### config.mk
export PLATFORM = sky130hd
export DESIGN_NAME = lsu_mem_initiator
export DESIGN_NICKNAME = d
export VERILOG_FILES = /design/src/rtl/lsu_pkg.sv /design/src/rtl/lsu_load_align.sv /design/src/rtl/lsu_mem_initiator.sv
export SDC_FILE = /design/constraint.sdc
export NUM_CORES = 1
export LEC_CHECK = 0
export ABC_AREA = 1
export CORE_ASPECT_RATIO = 0.6
export CORE_MARGIN = 2
export CORE_UTILIZATION = 45
export DETAILED_ROUTE_END_ITERATION = 10
export MAX_ROUTING_LAYER = met4
export PLACE_DENSITY = 0.82
export SYNTH_ARGS = -nofsm -noshare
export SYNTH_HDL_FRONTEND = slang
export SYNTH_SLANG_ARGS = --single-unit
### constraint.sdc
create_clock -name clk -period 3.59 [get_ports clk]
set_input_delay 0.5385 -clock clk [delete_from_list [all_inputs] [get_ports clk]]
set_output_delay 0.5385 -clock clk [all_outputs]
set_load 0.01 [all_outputs]
### src/rtl/lsu_pkg.sv
`default_nettype none
// ============================================================================
// Module      : lsu_pkg
// Description : Shared encodings for the load/store unit data-memory initiator.
//               Provides op_type codes, FSM state codes, exception codes, the
//               latched-op record and small decode helpers.
// Revision    : 1.0 - initial release
// ============================================================================
package lsu_pkg;

  // op_type encodings presented by the MEM stage
  localparam logic [2:0] OP_LW  = 3'd0;
  localparam logic [2:0] OP_LH  = 3'd1;
  localparam logic [2:0] OP_LHU = 3'd2;
  localparam logic [2:0] OP_LB  = 3'd3;
  localparam logic [2:0] OP_LBU = 3'd4;
  localparam logic [2:0] OP_SW  = 3'd5;
  localparam logic [2:0] OP_SH  = 3'd6;
  localparam logic [2:0] OP_SB  = 3'd7;

  // Initiator FSM states
  typedef logic [1:0] state_t;
  localparam state_t ST_IDLE = 2'd0;
  localparam state_t ST_BUSY = 2'd1;
  localparam state_t ST_DONE = 2'd2;

  // Exception codes reported alongside done
  localparam logic [4:0] EXC_NONE = 5'd0;
  localparam logic [4:0] EXC_ADEL = 5'd4;
  localparam logic [4:0] EXC_ADES = 5'd5;
  localparam logic [4:0] EXC_DBE  = 5'd7;

  // Fields of the accepted op that are still needed once the bus returns data
  typedef struct packed {
    logic [2:0] op_type;
    logic [1:0] lane;
  } lsu_op_t;

  // Stores occupy the top three encodings
  function automatic logic is_store(input logic [2:0] op_type);
    return (op_type == OP_SW) || (op_type == OP_SH) || (op_type == OP_SB);
  endfunction

  // Natural-alignment check: words need addr[1:0]==0, halves need addr[0]==0
  function automatic logic is_misaligned(input logic [2:0] op_type, input logic [1:0] low);
    logic bad;
    bad = 1'b0;
    case (op_type)
      OP_LW, OP_SW:         bad = (low != 2'b00);
      OP_LH, OP_LHU, OP_SH: bad = low[0];
      default:              bad = 1'b0;
    endcase
    return bad;
  endfunction

endpackage
`default_nettype wire

### src/rtl/lsu_load_align.sv
`default_nettype none
// ============================================================================
// Module      : lsu_load_align
// Description : Combinational load-data extractor. Selects the byte or half
//               addressed by the low address bits out of a memory word and
//               sign- or zero-extends it according to the load type.
// Ports       : word    in  32  raw word returned by data memory
//               lane    in  2   byte address bits [1:0] of the access
//               op_type in  3   load type (LW/LH/LHU/LB/LBU)
//               data    out 32  extended load result
// Revision    : 1.0 - initial release
// ============================================================================
module lsu_load_align
  import lsu_pkg::*;
(
  input  logic [31:0] word,
  input  logic [1:0]  lane,
  input  logic [2:0]  op_type,
  output logic [31:0] data
);

  logic [7:0]  sel_byte;
  logic [15:0] sel_half;

  always_comb begin
    sel_byte = word[{lane, 3'b000} +: 8];
    sel_half = lane[1] ? word[31:16] : word[15:0];
    case (op_type)
      OP_LB:   data = {{24{sel_byte[7]}}, sel_byte};
      OP_LBU:  data = {24'h000000, sel_byte};
      OP_LH:   data = {{16{sel_half[15]}}, sel_half};
      OP_LHU:  data = {16'h0000, sel_half};
      default: data = word;
    endcase
  end

endmodule
`default_nettype wire

### src/rtl/lsu_mem_initiator.sv
`default_nettype none
// ============================================================================
// Module      : lsu_mem_initiator
// Description : Initiator side of the data-memory port. Accepts one load or
//               store from the MEM stage, checks alignment and range, issues
//               a single req/ready transaction with word address, byte enables
//               and lane-replicated write data, and returns the extended load
//               result or an AdEL/AdES/DBE exception with a one-cycle done.
// Ports       : clk, clr_n (async active-low reset)
//               op_valid/op_type/op_addr/op_wdata  - access from MEM stage
//               stall, done, ld_data, exc_valid, exc_code - back to pipeline
//               mem_req/mem_we/mem_be/mem_addr/mem_wdata   - to data memory
//               mem_ready/mem_rdata                        - from data memory
// Revision    : 1.0 - initial release
// ============================================================================
module lsu_mem_initiator
  import lsu_pkg::*;
#(
  parameter int DM_WORDS    = 4096,
  parameter int TIMEOUT_CYC = 16
) (
  input  logic        clk,
  input  logic        clr_n,
  input  logic        op_valid,
  input  logic [2:0]  op_type,
  input  logic [31:0] op_addr,
  input  logic [31:0] op_wdata,
  output logic        stall,
  output logic        done,
  output logic [31:0] ld_data,
  output logic        exc_valid,
  output logic [4:0]  exc_code,
  output logic        mem_req,
  output logic        mem_we,
  output logic [3:0]  mem_be,
  output logic [31:0] mem_addr,
  output logic [31:0] mem_wdata,
  input  logic        mem_ready,
  input  logic [31:0] mem_rdata
);

  localparam int               CNT_W      = (TIMEOUT_CYC > 1) ? $clog2(TIMEOUT_CYC) : 1;
  localparam logic [CNT_W-1:0] CNT_LAST   = CNT_W'(TIMEOUT_CYC - 1);
  localparam logic [CNT_W-1:0] CNT_ONE    = CNT_W'(1);
  // 33 bits so a full 4 GiB memory does not wrap the limit to zero
  localparam logic [32:0]      ADDR_LIMIT = 33'(DM_WORDS) * 33'd4;

  state_t           state;
  lsu_op_t          held_op;
  logic [CNT_W-1:0] tmo_cnt;

  logic             req_fault;
  logic [4:0]       fault_code;
  logic [3:0]       fmt_be;
  logic [31:0]      fmt_wdata;
  logic [31:0]      aligned_data;

  // Released with reset as well so the pipeline is never frozen while
  // the initiator is held in reset.
  assign stall = clr_n & op_valid & (state != ST_DONE);

  // ---------------------------------------------------------------------
  // Fault check and store formatting on the incoming op
  // ---------------------------------------------------------------------
  always_comb begin
    req_fault  = is_misaligned(op_type, op_addr[1:0]) ||
                 ({1'b0, op_addr} >= ADDR_LIMIT);
    fault_code = is_store(op_type) ? EXC_ADES : EXC_ADEL;
  end

  always_comb begin
    fmt_be    = 4'b1111;
    fmt_wdata = 32'h0000_0000;
    case (op_type)
      OP_SW: begin
        fmt_be    = 4'b1111;
        fmt_wdata = op_wdata;
      end
      OP_SH: begin
        fmt_be    = op_addr[1] ? 4'b1100 : 4'b0011;
        fmt_wdata = {2{op_wdata[15:0]}};
      end
      OP_SB: begin
        fmt_be    = 4'b0001 << op_addr[1:0];
        fmt_wdata = {4{op_wdata[7:0]}};
      end
      default: begin
        fmt_be    = 4'b1111;
        fmt_wdata = 32'h0000_0000;
      end
    endcase
  end

  // Extraction runs on the latched lane/type since op_* may change once
  // stall falls in the done cycle.
  lsu_load_align u_load_align (
    .word    (mem_rdata),
    .lane    (held_op.lane),
    .op_type (held_op.op_type),
    .data    (aligned_data)
  );

  // ---------------------------------------------------------------------
  // Control FSM and request registers
  // ---------------------------------------------------------------------
  always_ff @(posedge clk or negedge clr_n) begin
    if (!clr_n) begin
      state     <= ST_IDLE;
      held_op   <= '0;
      tmo_cnt   <= '0;
      mem_req   <= 1'b0;
      mem_we    <= 1'b0;
      mem_be    <= 4'b0000;
      mem_addr  <= 32'h0000_0000;
      mem_wdata <= 32'h0000_0000;
      done      <= 1'b0;
      ld_data   <= 32'h0000_0000;
      exc_valid <= 1'b0;
      exc_code  <= EXC_NONE;
    end else begin
      // Result outputs are only meaningful during the single done cycle
      done      <= 1'b0;
      ld_data   <= 32'h0000_0000;
      exc_valid <= 1'b0;
      exc_code  <= EXC_NONE;

      case (state)
        ST_IDLE: begin
          if (op_valid) begin
            held_op.op_type <= op_type;
            held_op.lane    <= op_addr[1:0];
            if (req_fault) begin
              state     <= ST_DONE;
              done      <= 1'b1;
              exc_valid <= 1'b1;
              exc_code  <= fault_code;
            end else begin
              state     <= ST_BUSY;
              tmo_cnt   <= '0;
              mem_req   <= 1'b1;
              mem_we    <= is_store(op_type);
              mem_be    <= fmt_be;
              mem_addr  <= {op_addr[31:2], 2'b00};
              mem_wdata <= fmt_wdata;
            end
          end
        end

        ST_BUSY: begin
          if (mem_ready) begin
            state   <= ST_DONE;
            mem_req <= 1'b0;
            done    <= 1'b1;
            if (!is_store(held_op.op_type)) begin
              ld_data <= aligned_data;
            end
          end else if (tmo_cnt == CNT_LAST) begin
            state     <= ST_DONE;
            mem_req   <= 1'b0;
            done      <= 1'b1;
            exc_valid <= 1'b1;
            exc_code  <= EXC_DBE;
          end else begin
            tmo_cnt <= tmo_cnt + CNT_ONE;
          end
        end

        ST_DONE: begin
          state <= ST_IDLE;
        end

        default: begin
          state   <= ST_IDLE;
          mem_req <= 1'b0;
        end
      endcase
    end
  end

endmodule
`default_nettype wire

==> metrics.csv <==
metric;value;unit
start_util;46.7;%
grt_usage;27.0;%
post_cts_buffers;0;
grt_busiest_layer;met1;
cts_hold_buf;0;
critical_path.max_stage_delay;0.51;ns
fin_cells;1049;
post_cts_resized;0;
synth_top_area_share;53.9;%
dp.final_hpwl;11800;um
dp_cells;1017;
synthTopCellsByArea;dfrtp_1, nand2_1, nor2_1;
vias;5125;
cts_buffer_depth;2;
cp_top_family;simple AND/OR/NAND/NOR gates;
powerDensity;505;nW/um^2
syn_inst;673;
worst_ep_arrival_time;2.78;ns
antenna_found_initial;0;
synth-edff-count;0;
htree_num_levels;4;
via_per_inst;4.89;
crit_fanout;31;
clk_pin_slew_worst_paths;0.06;ns
max_freq;0.411;GHz
period_minus_slack;2.43;ns
p_leak;3.92;nW
synth_seq_area_share;53.9;%
core_area;11400;um^2
rsz0062_at_grt;false;
grtUsageMet3;7.68;%
die_y;88.4;um
yosysWarnings;0;
die-area;12800;um^2
antennaDiodeCount;0;
gp_congestion;0.959;
final-setup-viol-count;0;
cts_sinks;115;
io_pins;213;
fin_skew;0.00840;ns
wl_per_cell;15.6;um
synth_top_area_cell;dfrtp_1;
ys_seq_elements;115;
ys_top_cells_by_count;nand2_1, dfrtp_1, nor2_1;
crit_required;3.93;ns
tns;0;ns
peakVddDrop;369;uV
num-nets-final;980;
status;finished clean;
syn-cell-area;5340;um^2
grt_pass1_vias;4730;
drc_errors;0;
ys.flop_type;dfrtp_1;
place_area;7470;um^2
gr-total-overflow;0;
row_count;30;
fin_hold_ws;0.252;ns
totalWireLength;16400;um
end_kind;flop;
crit_top_cell;nand2_1;
drt-initial-drc-count;450;
drive_gt1_share;5.96;%
period_share;67.8;%
final-max-slew-violation-count;0;
antenna_left;0;
max-slew-margin-rel;38.2;%
finalHoldViolCount;0;
tightest_slew;0.927;ns
port_buffers;208;
hold_path.class;primary input to async pin;
cap_viol_max_count;0;
cts_buffers;17;
root_buffer;clkbuf_16;
fp.dieW;145;um
path_class;primary input to flop;
grt_pass1_wl;25000;um
first_pass_iters;5;
yosysUniqueCellTypes;31;
grt_max_degree;70;
met1_usage;39.9;%
synth.most_common_cell;nand2_1;
start_kind;primary input;
clock_latency;0.41;ns
syn2layout_area_growth;50.6;%
syn_avg_cell_area;7.94;um^2
grtUsageMet2;35.8;%
crit_slowest_cell;clkdlybuf4s50_1;
cp_cell_sequence;clkdlybuf4s50_1 > nor2_1 > nor2_1 > nand2_1 > nand2_2 > nor2_4 > nand2_2 > inv_2 > nand2_1 > nand2_1;
cts_tree;done;
finalInstanceArea;8040;um^2
utilization;70.2;%
ys_async_sr_fraction;100;%
crit_buf_inv;2;
==> cells by family (layout without fill, tap and decap cells) <==
kind of cell | count (synthesis) | count (layout) | synth area share [%]
compound gates | 106 | 106 | 10.2
xor+xnor | 2 | 2 | 0.328
fa+ha+maj | 1 | 1 | 0.234
buf+inv | 101 | 314 | 8.60
flops | 115 | 115 | 53.9
other cells | 1 | 4 | 0.0702
simple gates | 347 | 347 | 26.7
==> worst paths after layout <==
kind                                 startpoint                  endpoint  slack [ns]  depth (start not counted)
hold / removal                            clr_n  mem_addr[15]$_DFFE_PN0P_        0.25                          2
setup / recovery                     op_type[0]   mem_addr[4]$_DFFE_PN0P_        1.16                         10
hold reg to reg             mem_req$_DFFE_PN0P_       mem_req$_DFFE_PN0P_        0.47                          2
min in group clk            mem_req$_DFFE_PN0P_       mem_req$_DFFE_PN0P_        0.47                          2
setup reg to reg           state[0]$_DFFE_PN0P_   mem_addr[4]$_DFFE_PN0P_        1.42                          8
max in group asynchronous                 clr_n     ld_data[21]$_DFF_PN0_        2.01                          3
==> registers in the layout, indices dropped and copies added, names as in the netlist <==
| register | flops |
|---|---|
| done | 1 |
| exc_code | 3 |
| held_op | 5 |
| ld_data | 32 |
| mem_addr | 30 |
| mem_be | 4 |
| mem_req | 1 |
| mem_wdata | 32 |
| mem_we | 1 |
| state | 2 |
| tmo_cnt | 4 |
==> final cells by class <==
| type | instances | area, um^2 |
|---|---|---|
| multi-input cells | 460 | 2020 |
| clock buffers | 18 | 439 |
| flip-flops and latches | 115 | 2880 |
| clock inverters | 14 | 130 |
| fillers | 924 | 3410 |
| well taps | 160 | 200 |
| inverters | 69 | 262 |
| repair buffers | 213 | 2120 |
==> routing by layer <==
metal | vias to the layer above | share of wire (%)
met5 | - | 0
li1 | 2507 | -
met2 | 226 | 42
met3 | 26 | 8.9
met1 | 2366 | 48
met4 | 0 | 1.5
==> power by group <==
| part | switching, mW | internal [mW] | leakage [nW] |
|---|---|---|---|
| Clock | 0.634 | 0.977 | 0.277 |
| Combinational | 0.693 | 0.347 | 2.20 |
| Sequential | 0.0698 | 1.34 | 1.44 |
==> per-stage QoR <==
step	power, mW	worst slack (ns)
after floorplan	2.09	1.98
after global placement	2.43	0.921
after detailed placement	2.43	0.804
after CTS	4.05	1.17
after global routing	4.27	0.912
final	4.06	1.16
==> layout by cell type, fill, tap and decap left out, types with 2 or more instances in the layout <==
master / instances
inv_2: 2
nand2_1: 220
clkdlybuf4s50_1: 207
nand3_2: 2
o21ai_1: 24
clkinvlp_4: 2
nor2_1: 85
inv_6: 4
nand2_2: 6
a31oi_1: 7
conb_1: 4
buf_4: 6
nand4_1: 3
clkinv_4: 4
nand3_1: 18
dfrtp_1: 115
clkbuf_16: 17
a21oi_1: 41
o21ai_0: 32
clkinv_2: 3
inv_1: 66
nand3b_1: 9
Note: power is estimated with default switching activity, not from simulation.
